## src/rtl/if_icache_fetch.sv

```systemverilog
// Instruction-fetch stage with a direct-mapped, one-word-per-line I-cache.
// A hit delivers pc/instruction to decode the next cycle, sustaining one
// instruction per cycle. A miss requests one word over the shared RAM port
// (busy/read/ready), fills the line, and then retries the lookup. A redirect
// from execute flushes the output slot. A refill that is already in flight
// still completes into the cache.
//
// Ports:
//   clk, reset         clock; synchronous active-high reset
//   br, br_addr        redirect pulse and target (bits [1:0] ignored)
//   out_ready          decode accepts the output slot this cycle
//   out_valid, pc_o, inst_o  output slot to decode
//   stall_if           high whenever a miss is being serviced
//   ram_busy           RAM port owned by another requester
//   ram_read, ram_addr read request (held until ram_ready), word address
//   ram_ready, ram_data single-cycle read-data strobe and data
//   hit_cnt, miss_cnt  saturating hit/miss performance counters
module if_icache_fetch #(
  parameter int                ADDR_W   = 32,
  parameter int                INST_W   = 32,
  parameter int                LINES    = 64,
  parameter logic [ADDR_W-1:0] RESET_PC = '0,
  parameter int                CNT_W    = 16
) (
  input  logic              clk,
  input  logic              reset,
  input  logic              br,
  input  logic [ADDR_W-1:0] br_addr,
  input  logic              out_ready,
  output logic              out_valid,
  output logic [ADDR_W-1:0] pc_o,
  output logic [INST_W-1:0] inst_o,
  output logic              stall_if,
  input  logic              ram_busy,
  output logic              ram_read,
  output logic [ADDR_W-1:0] ram_addr,
  input  logic              ram_ready,
  input  logic [INST_W-1:0] ram_data,
  output logic [CNT_W-1:0]  hit_cnt,
  output logic [CNT_W-1:0]  miss_cnt
);
  localparam int IDX   = $clog2(LINES);
  localparam int TAG_W = ADDR_W - IDX - 2;

  typedef enum logic [1:0] {FETCH, REQ, WAIT} state_t;
  typedef struct packed {
    logic [TAG_W-1:0]  tag;
    logic [INST_W-1:0] data;
  } line_t;

  state_t state, state_nxt;

  logic [ADDR_W-1:0] pc, miss_addr, br_tgt;
  logic [LINES-1:0]  line_vld;
  line_t             lines [LINES];
  logic [IDX-1:0]    idx, fill_idx;
  logic              hit, slot_free;
  logic              do_hit, do_miss, do_issue, do_fill;
  logic              unused_br_lsb;

  // Redirect targets are word aligned; the low bits are don't-care.
  assign br_tgt        = {br_addr[ADDR_W-1:2], 2'b00};
  assign unused_br_lsb = ^br_addr[1:0];

  assign idx       = pc[IDX+1:2];
  assign fill_idx  = miss_addr[IDX+1:2];
  assign hit       = line_vld[idx] && (lines[idx].tag == pc[ADDR_W-1:IDX+2]);
  assign slot_free = !out_valid || out_ready;

  // State register
  always_ff @(posedge clk) begin
    if (reset) state <= FETCH;
    else       state <= state_nxt;
  end

  // Next state
  always_comb begin
    state_nxt = state;
    case (state)
      FETCH:   if (!br && !hit && slot_free) state_nxt = REQ;
      REQ:     if (br) state_nxt = FETCH;
               else if (!ram_busy) state_nxt = WAIT;
      WAIT:    if (ram_ready) state_nxt = FETCH;
      default: state_nxt = FETCH;
    endcase
  end

  // Outputs / datapath enables. A redirect suppresses the lookup in FETCH
  // and the request in REQ. It never blocks a fill, so a line that is
  // already on its way is still written.
  always_comb begin
    stall_if = (state != FETCH);
    do_hit   = (state == FETCH) && !br && hit && slot_free;
    do_miss  = (state == FETCH) && !br && !hit && slot_free;
    do_issue = (state == REQ) && !br && !ram_busy;
    do_fill  = (state == WAIT) && ram_ready;
  end

  always_ff @(posedge clk) begin
    if (reset) begin
      pc        <= RESET_PC;
      out_valid <= 1'b0;
      pc_o      <= '0;
      inst_o    <= '0;
      ram_read  <= 1'b0;
      ram_addr  <= '0;
      miss_addr <= '0;
      hit_cnt   <= '0;
      miss_cnt  <= '0;
      line_vld  <= '0;
    end else begin
      // Output slot: flushed by redirect, reloaded on hit, drained on a miss
      // that decode has just consumed; otherwise it holds.
      if (br) begin
        pc        <= br_tgt;
        out_valid <= 1'b0;
      end else if (do_hit) begin
        pc_o      <= pc;
        inst_o    <= lines[idx].data;
        out_valid <= 1'b1;
        pc        <= pc + ADDR_W'(4);
      end else if (do_miss && out_ready) begin
        out_valid <= 1'b0;
      end

      if (do_hit && hit_cnt != '1) hit_cnt <= hit_cnt + CNT_W'(1);

      if (do_miss) begin
        miss_addr <= pc;
        if (miss_cnt != '1) miss_cnt <= miss_cnt + CNT_W'(1);
      end

      if (do_issue) begin
        ram_read <= 1'b1;
        ram_addr <= miss_addr;
      end

      if (do_fill) begin
        ram_read           <= 1'b0;
        line_vld[fill_idx] <= 1'b1;
      end
    end
  end

  // Tag/data storage carries no reset; line_vld qualifies every read.
  always_ff @(posedge clk) begin
    if (!reset && do_fill) begin
      lines[fill_idx].tag  <= miss_addr[ADDR_W-1:IDX+2];
      lines[fill_idx].data <= ram_data;
    end
  end
endmodule

```

## config.mk

```make
export PLATFORM = sky130hd
export DESIGN_NAME = if_icache_fetch
export DESIGN_NICKNAME = d
export VERILOG_FILES = /design/src/rtl/if_icache_fetch.sv
export SDC_FILE = /design/constraint.sdc
export NUM_CORES = 2
export LEC_CHECK = 0
export CAP_MARGIN = 30
export CORE_UTILIZATION = 60
export DETAILED_ROUTE_END_ITERATION = 12
export MAX_ROUTING_LAYER = met4
export PLACE_DENSITY_LB_ADDON = 0.2
export SETUP_SLACK_MARGIN = 0.05
export SKIP_LAST_GASP = 1
export SLEW_MARGIN = 5
export SYNTH_ARGS = -nofsm -noshare
export SYNTH_HDL_FRONTEND = slang
export SYNTH_SLANG_ARGS = --single-unit
```

## constraint.sdc

```tcl
create_clock -name clk -period 12.72 [get_ports clk]
set_input_delay 3.18 -clock clk [delete_from_list [all_inputs] [get_ports clk]]
set_output_delay 3.18 -clock clk [all_outputs]
set_load 0.01 [all_outputs]
```

==> qor.yml <==
status: "completed"
min_period_over_period_pct: 58.60
end_kind: "register"
synth_warnings: 0
grt_use_total_pct: 34.38
max_stage_delay_ns: 0.89
synth_compound_area_share_pct: 2.584
fin_ws_ns: 5.266
post_cts_buffers: 0
peakVddDrop_mv: 0.1719
arrival_ns: 8.36
first_pass_iters: 9
ys_ff_latch: 3842
grt_first_pass_wirelength_mm: 575.2
start_util_pct: 60.53
worst_slew_pin_slew_ns: 1.120
cts-root-buf: "clkbuf_16"
hpwl_mm: 221.4
power_leakage_nw: 54.62
maxCapViolations: 0
die_w_um: 498.3
power.share.switching_pct: 20.95
p_per_area_nw_per_um2: 155.6
crit_type: "reg -> reg"
layout_commonest_cell: "edfxtp_1"
fin_crit_ns: 7.454
cts_resized: 0
synthSimpleGateAreaFrac_pct: 2.696
final_net_count: 7521
wl_per_cell_um: 37.55
coreArea_sq_um: 244100
postSynthCellCount: 6994
seq_area_frac_synth_pct: 76.32
synth_edf_count: 3584
setup_tns_ns: 0
r2r_setup_slack_ns: 5.27
power_frac_seq_pct: 53.1
slew_headroom_pct: 25.36
rsz0062_at_grt: "no"
vias_per_cell: 7.032
cts_buffers: 388
synthFlopType: "edfxtp_1"
async_flop_share_pct: 0
synth_xor_area_share_pct: 0.1126
fmax_ghz: 0.1341
grt_max_degree: 135
final_hold_viol_count: 0
drtIter0Drc: 12270
reg2regPathDepth: 14
yosysUniqueCellTypes: 89
syn_avg_cell_area_sq_um: 21.13
cts_sinks: 3842
start_kind: "register"
clock_latency_ns: 1.01
whs_path_depth: 1
slew_violations: 0
syn-cell-area_sq_um: 147800
pre_cts_ws_ns: 5.216
htreeDepth: 5
pwr-share-clk_pct: 42.3
ctsHoldBuffers: 0
io_pins: 201
gp_congestion: 0.8888
drive_gt1_share_pct: 25.25
fp-row-count: 181
synth_area_leaders: "edfxtp_1 73%, mux4_2 15%, dfxtp_1 3.5%, mux2i_1 2.1%, nand2_1 0.90%"
antenna_found_initial: 10
die_h_um: 498.3
io_buffers: 194
synth_top_family_by_area: "multiplexers"
clkTransAtPathRegs_ns: 0.06
area_growth_pct: 13.32
setup_viol: 0
grt_pass1_vias: 75960
synthMuxAreaShare_pct: 16.89
internal_power_w: 0.02060
grt_overflow: 0
die_area_sq_um: 248300
slowest_stage: "or3_4"
synth-adder-area-share_pct: 0.02540
num_vias: 77080
yosysTopAreaCell: "edfxtp_1"
drc: 0
final_cell_mix: "3,584 x edfxtp_1, 953 x mux4_2, 394 x clkbuf_16, 353 x nand2_1, 307 x mux2i_1"
crit_fanout: 107
path_cells: "buf_12 > buf_12 > mux4_2 > nor3_1 > a2111oi_0 > a21oi_1 > o21a_1 > nor3_1 > and4_1 > nand4_1 > or3_4 > buf_4 > or4_1 > nand3_1"
min_path_type: "reg -> reg"
clock_path_buffers: 4
skew_ns: 0.1109
cts_tree: "done"
synth_top_area_share_pct: 72.83
critPathRequiredTime_ns: 13.62
wl_mm: 411.6
drtAntennaViolNets: 0
comb_power_share_pct: 4.6
switchingPower_w: 0.005459
## synthesized netlist by cell type (all sizes together), types with 22 or more instances
master  instances
buf           198
o21ai          24
nand3          73
nor2b          23
mux2i         307
dfxtp         258
or3            23
mux2           37
a22oi         109
a21o           70
nor2          163
clkbuf        221
and3           28
o211ai         38
nand4          34
a21oi         151
nand2         354
edfxtp       3584
mux4          953
nor3           33
o311ai         22
## critical path, delay by kind of cell (launching register included)
kind	cells	cell delay (ns)
and+or+nand+nor	7	2.50
DFF	1	0.82
muxes	1	0.35
buffers and inverters	3	1.70
AOI/OAI and AO/OA	3	1.59
## metrics by stage
step	total power (W)	hold WS, ns	utilization, %	instances	instance area, sq um
after global placement	0.01524	0.4272	63.08	10200	154000
final	0.02606	0.4457	68.60	10960	167500
after floorplan	0.01484	0.4211	-	6997	147800
after CTS	0.02609	0.4465	68.32	10920	166800
after detailed placement	0.01527	0.4336	63.35	10230	154700
after global routing	0.02664	0.4555	68.59	10960	167500
## area by class of cell
cell class / count / area, sq um
Antenna cell: 6 / 15.01
Timing Repair Buffer: 480 / 4903
Multi-Input combinational cell: 2718 / 33500
Clock buffer: 489 / 10300
Sequential cell: 3842 / 112800
Fill cell: 14730 / 76670
Clock inverter: 206 / 1828
Inverter: 18 / 81.33
Tap cell: 3202 / 4006
## routing by layer
layer / wire length [um] / global-route usage, % / share of wire (%) / vias up
li1: - / - / - / 30090
met1: 147200 / 46.10 / 36 / 40480
met2: 194900 / 52.29 / 47 / 5491
met3: 50260 / 7.017 / 12 / 1027
met4: 19260 / 14.03 / 4.7 / 0
met5: 0 / - / 0 / -
## sequential cells by signal (all words and copies together), names as in the netlist, named ones only
register and cells:
out_valid 1, ram_read 1, miss_addr 30, state 2, line_vld 64, inst_o 32, miss_cnt 16, pc_o 30
lines 3584, pc 30, ram_addr 30, hit_cnt 16
## cells by family after synthesis
family | Yosys count
flops | 3842
mux | 1297
simple gates | 845
compound gates | 550
buf+inv | 437
xor+xnor | 19
fa+ha+maj | 3
other cells | 1
## power by group through the flow
| stage | combinational [W] | clock (W) | sequential, W |
|---|---|---|---|
| floorplan | 0.000751 | 0 | 0.0141 |
| global route | 0.00126 | 0.0116 | 0.0138 |
| finish | 0.00121 | 0.0110 | 0.0138 |
| global placement | 0.00111 | 0 | 0.0141 |
| detailed placement | 0.00116 | 0 | 0.0141 |
| CTS | 0.00117 | 0.0111 | 0.0138 |
## worst min-delay path by stage
stage                              startpoint                   endpoint  slack, ns
global route        line_vld[36]$_SDFFE_PP0P_  line_vld[36]$_SDFFE_PP0P_       0.46
CTS                 line_vld[36]$_SDFFE_PP0P_  line_vld[36]$_SDFFE_PP0P_       0.45
detailed placement  line_vld[36]$_SDFFE_PP0P_  line_vld[36]$_SDFFE_PP0P_       0.43
finish              line_vld[36]$_SDFFE_PP0P_  line_vld[36]$_SDFFE_PP0P_       0.45
floorplan           line_vld[10]$_SDFFE_PP0P_  line_vld[10]$_SDFFE_PP0P_       0.42
global placement    line_vld[10]$_SDFFE_PP0P_  line_vld[10]$_SDFFE_PP0P_       0.43
No activity file was read; power rests on OpenSTA's default activity.
